### config.mk
export PLATFORM = sky130hd
export DESIGN_NAME = counter_4bit
export DESIGN_NICKNAME = d
export VERILOG_FILES = /design/src/rtl/counter_4bit.sv
export SDC_FILE = /design/constraint.sdc
export NUM_CORES = 1
export LEC_CHECK = 0
export BUFFER_PORTS_ARGS = -buffer_cell sky130_fd_sc_hd__buf_2
export CAP_MARGIN = 0
export CORE_AREA = 2 2 39 41
export CTS_BUF_LIST = sky130_fd_sc_hd__clkbuf_2 sky130_fd_sc_hd__clkbuf_4 sky130_fd_sc_hd__clkbuf_8
export DETAILED_ROUTE_END_ITERATION = 6
export DIE_AREA = 0 0 41 43
export HOLD_SLACK_MARGIN = 0.08
export SLEW_MARGIN = 30
export SYNTH_ARGS = -nofsm -noshare
export SYNTH_HDL_FRONTEND = slang
export SYNTH_SLANG_ARGS = --single-unit
### constraint.sdc
create_clock -name clk -period 3.2 [get_ports clk]
set_clock_uncertainty 0.1 [all_clocks]
set_input_delay 0.48 -clock clk [delete_from_list [all_inputs] [get_ports clk]]
set_output_delay 0.48 -clock clk [all_outputs]
set_load 0.005 [all_outputs]
### src/rtl/counter_4bit.sv
// counter_4bit: free-running 4-bit counter with load, terminal count
// and a one-cycle wrap pulse. Optional macro: COUNTER_4BIT_SATURATE_EN.
//
// Parameters:
//   RESET_VALUE - value loaded into count by reset
//   MAX_VALUE   - terminal count (1..15); count wraps to 0 after it
// Ports:
//   clk       - clock, all state changes on the rising edge
//   reset_n   - synchronous reset, active HIGH despite the name
//   load      - synchronous parallel load request
//   load_data - value captured into count when load is 1
//   count     - registered counter value
//   tc        - combinational, 1 while count == MAX_VALUE
//   wrap      - registered, 1 for the cycle after count wraps to 0
//
// With COUNTER_4BIT_SATURATE_EN defined the counter holds at
// MAX_VALUE instead of wrapping and wrap never pulses.

module counter_4bit #(
  parameter logic [3:0] RESET_VALUE = 4'h0,
  parameter logic [3:0] MAX_VALUE   = 4'hF
) (
  input  logic       clk,
  input  logic       reset_n,
  input  logic       load,
  input  logic [3:0] load_data,
  output logic [3:0] count,
  output logic       tc,
  output logic       wrap
);

  logic       at_top;
  logic [3:0] count_inc;
  logic [3:0] count_nxt;
  logic       wrap_nxt;

  // A loaded value above MAX_VALUE is treated like the terminal
  // count, so the next increment still lands in range.
  assign at_top    = (count >= MAX_VALUE);
  assign count_inc = count + 4'd1;

  always_comb begin
    count_nxt = count_inc;
    wrap_nxt  = 1'b0;
    if (at_top) begin
`ifdef COUNTER_4BIT_SATURATE_EN
      count_nxt = MAX_VALUE;
      wrap_nxt  = 1'b0;
`else
      count_nxt = 4'h0;
      wrap_nxt  = 1'b1;
`endif
    end
  end

  always_ff @(posedge clk) begin
    if (reset_n) begin
      count <= RESET_VALUE;
      wrap  <= 1'b0;
    end else if (load) begin
      count <= load_data;
      wrap  <= 1'b0;
    end else begin
      count <= count_nxt;
      wrap  <= wrap_nxt;
    end
  end

  assign tc = (count == MAX_VALUE);

endmodule

Word level (Yosys, flattened, before mapping)
Index checks and enable logic that the tools add are counted.
W data, S select, Z words.
{"block": "totals", "ff_bits": 5, "latchBits": 0, "ram_bits": 0, "mem_bits_ro": 0, "inputBits": 7, "out_inout_bits": 6, "elab_cells": 9, "n_memories": 0}
{"block": "op_classes", "n_addsub": 1, "multipliers": 0, "div": 0, "magnitude_cmp": 1, "eq_ne": 1, "shifts": 0, "n_mux": 3, "n_bitwise": 0, "n_reduce_logical": 1}
{"operator": "$mux W4", "count": 2}
{"operator": "$add A4 B1 Y4 const B", "count": 1}
{"operator": "$eq A4 B4 Y1 const B", "count": 1}
{"operator": "$ge A4 B4 Y1 const B", "count": 1}
{"operator": "$reduce_or A2 Y1", "count": 1}
{"operator": "$mux W1", "count": 1}

Longest topological paths before layout
{"block": "logic_depth", "word_depth": 3, "ltp_mapped": 4, "ltp_nobuf": 4}

Worst setup path after synthesis
No wires, ideal clock.
{"block": "synth_path", "kind": "flip-flop to output port", "start": "register count[0]", "end": "output port tc", "t_arrival_ns": 0.746, "required_ns": 2.620, "path_slack_ns": 1.874, "path_stages_with_launch": 4, "n_path_buf": 0, "cell_sequence": "dfxtp_1 ha_1 nand3_1 inv_1"}
{"block": "synth_between", "elab_chain_len": 1}
{"item": "start, declared", "line_no": "27", "source": "output logic [3:0] count,"}
{"item": "start signal, assigned", "line_no": "61", "source": "count <= load_data;"}
{"item": "start signal, assigned", "line_no": "64", "source": "count <= count_nxt;"}
{"item": "$eq A4 B4 Y1", "line_no": "69", "source": "assign tc = (count == MAX_VALUE);"}
{"item": "end, declared", "line_no": "28", "source": "output logic tc,"}
No other way between the ends.

Worst setup path in the final report
Same ends and word-level chain as after synthesis.

==> qor.csv <==
stage;metric;value;unit
floorplan;die area;1760;µm²
placement;GP Congestion;0.672;
clock_tree;hold_buf cts;0;
grt;Global Route Usage Sum;6.52;%
grt;M3 GR Usage;3.14;%
outcome;run status;completed;
placement;IO Port Bufs;12;
clock_tree;clock slew at reported path FFs;0.05;ns
critical_path;critical path's largest stage delay;0.37;ns
critical_path;CP max stage cell;dfxtp_1;
logic_synthesis;Synth Area in Compound Gates;10.8;%
clock_tree;CTS tree;built;
critical_path;startpoint types;flop;
grt;vias in the first global route;192;
power_and_ir_drop;Pleak;0.178;nW
critical_path;worst path required time;2.62;ns
critical_path;critical path class;reg2out;
clock_tree;CTS Buf Count;3;
clock_tree;Setup Fix Bufs, Post-CTS;0;
cells_and_area;Layout area overhead;47.7;%
drt;per-cell routed wire length;9.30;µm
grt;Top Usage Layer GRT;met1;
logic_synthesis;Synthesized Nets;30;
timing;unrepaired setup endpoints after global routing;false;
clock_tree;worst-case clock buffer depth;2;
logic_synthesis;leading register cell type out of synthesis;dfxtp_1;
placement;dpl ws;1.72;ns
drt;DR iter-0 viols;4;
logic_synthesis;cell accounting for the most synthesized area;dfxtp_1;
flow_run;max cap viols;0;
logic_synthesis;multiplexer share of the synthesized area;9.09;%
logic_synthesis;largest family of logic cells by synthesized area;simple AND/OR/NAND/NOR gates;
logic_synthesis;XOR/XNOR Fraction of Synth Area;7.95;%
logic_synthesis;Syn Area/Cell;10.0;µm²
drt;DRC Markers;0;
clock_tree;H-tree depth;1;
timing;min Tclk post-route;1.72;ns
timing;final slew viol count;0;
logic_synthesis;register bit count reported by yosys;5;
clock_tree;# resized after CTS;0;
logic_synthesis;Mapped Area;220;µm²
timing;Slew headroom;85.9;%
cells_and_area;n_diodes;0;
timing;setup TNS;0;ns
clock_tree;Root Driver;clkbuf_4;
logic_synthesis;Post-synth top cells;dfxtp_1 (5), nor2_1 (4), mux2i_1 (2), nand3_1 (2), xor2_1 (2);
logic_synthesis;Post-synth EDFFs;0;
logic_synthesis;synthesized-area fraction occupied by adder cells;5.68;%
floorplan;I/O pin cnt;13;
floorplan;initial core utilization;15.9;%
floorplan;Core Area;1380;µm²
grt;first-pass GRT wire length;731;µm
clock_tree;Clock Sink Count;5;
timing;Fmax achieved;580;MHz
critical_path;Critical Path, Cell by Cell;ha_1 -> nand3_1 -> inv_1 -> buf_2;
timing;final hold viol count;0;
grt;GRT Residual Overflow;0;
power_and_ir_drop;PwrDens;526;nW/µm²
grt;grt met1 use;8.01;%
timing;fin worst setup slack;1.48;ns
drt;Avg Vias per Cell;4.00;
floorplan;Die X;41;µm
cells_and_area;fin nets;46;
logic_synthesis;sequential area share after synthesis;45.5;%
grt;pin count of the biggest net entering global routing;8;
grt;M2 GR Usage;7.81;%
logic_synthesis;largest cells by area after synthesis;dfxtp_1 (45%), mux2i_1 (9.1%), xor2_1 (8.0%);
floorplan;Die Y;43;µm
timing;# setup viols final;0;
grt;initial antenna violation count;0;
clock_tree;worst-skew pair later-pin latency;0.24;ns
drt;DR vias;212;
logic_synthesis;Synth Area in Simple Gates;17.0;%
logic_synthesis;Synth cell types;12;
critical_path;nature of the critical path endpoint;primary output;
drt;drt total wl;493;µm
floorplan;row count;14;
critical_path;crit path max fanout;4;
logic_synthesis;synth warn;0;
critical_path;CP Data Arrival Time;1.14;ns
timing;Final Cycle Share;53.8;%
drt;first-pass iteration count of the detailed router;2;
logic_synthesis;most frequent cell after synthesis;dfxtp_1;
logic_synthesis;Synth async-reset ratio;0;%
timing;worst slew pin tran;0.209;ns
cells_and_area;share of cells above drive strength 1;45.9;%
drt;Final ANT Viol Nets;0;
power_and_ir_drop;Max rail drop VDD;0.000138;V
worst_hold_path;Hold Crit Class;in2reg;
logic_synthesis;post-synth top area share;45.5;%
logic_synthesis;Cells after Synth;22;
-- state kept, by name, summed over array words and instances, names as in the netlist --
register	flops
count	4
wrap	1
-- area by class of cell --
| cell class | instances | area, µm² |
|---|---|---|
| Clock buffer | 4 | 30.0 |
| Timing Repair Buffer | 12 | 60.1 |
| Tap cell | 16 | 20.0 |
| Multi-Input combinational cell | 15 | 111 |
| Sequential cell | 5 | 100 |
| Fill cell | 164 | 1060 |
| Inverter | 1 | 3.75 |
-- report_power, final --
group	switching, W	internal (W)
Combinational	0.00000865	0.0000103
Clock	0.0000267	0.0000557
Sequential	0.00000353	0.0000663
Total	0.0000389	0.000132
-- metrics by stage --
stage	total power [W]	utilization (%)	cell area, µm²	hold WS [ns]	std cells
4_1_cts	0.000176	23.5	325	0.376	53
6_report	0.000171	23.5	325	0.376	53
5_1_grt	0.000182	23.5	325	0.376	53
3_5_place_dp	0.0000906	21.3	295	0.462	49
2_1_floorplan	0.0000810	-	220	0.422	22
3_3_place_gp	0.0000902	21.3	295	0.449	49
-- critical path: cells and delay by family, from the launching register on --
| kind | cells | cell delay [ns] |
|---|---|---|
| flops | 1 | 0.37 |
| buf+inv | 2 | 0.22 |
| simple gates | 1 | 0.12 |
| fa+ha+maj | 1 | 0.20 |
-- cell usage in the layout, fill, tap and decap left out, drive strengths merged --
cell type,Yosys,layout
a22oi,1,1
buf,1,12
clkbuf,0,4
dfxtp,5,5
ha,1,1
inv,1,1
mux2i,2,2
nand3,2,2
nand3b,1,1
nor2,4,4
nor3,1,1
o41ai,1,1
xor2,2,2
-- logic make-up after synthesis --
| logic type | count (synthesis) |
|---|---|
| buffers and inverters | 2 |
| adders and majority gates | 1 |
| and+or+nand+nor | 8 |
| xor gates and xnor gates | 2 |
| DFF | 5 |
| muxes | 2 |
| AOI/OAI and AO/OA | 2 |
-- worst paths after layout --
| check | end | slack, ns | startpoint | depth (start not counted) |
|---|---|---|---|---|
| max | tc | 1.48 | count[0]$_SDFF_PP0_ | 4 |
| min | count[2]$_SDFF_PP0_ | 0.38 | load_data[2] | 3 |
| max reg2reg | count[3]$_SDFF_PP0_ | 2.01 | count[0]$_SDFF_PP0_ | 4 |
| min reg2reg | wrap$_SDFF_PP0_ | 0.46 | count[3]$_SDFF_PP0_ | 2 |
-- layer usage --
| metal | share of wire [%] | wire (µm) |
|---|---|---|
| met5 | 0 | 0 |
| met4 | 0 | 0 |
| met3 | 9.5 | 47 |
| met2 | 44 | 219 |
| met1 | 46 | 227 |
No activity file was read; power rests on OpenSTA's default activity.
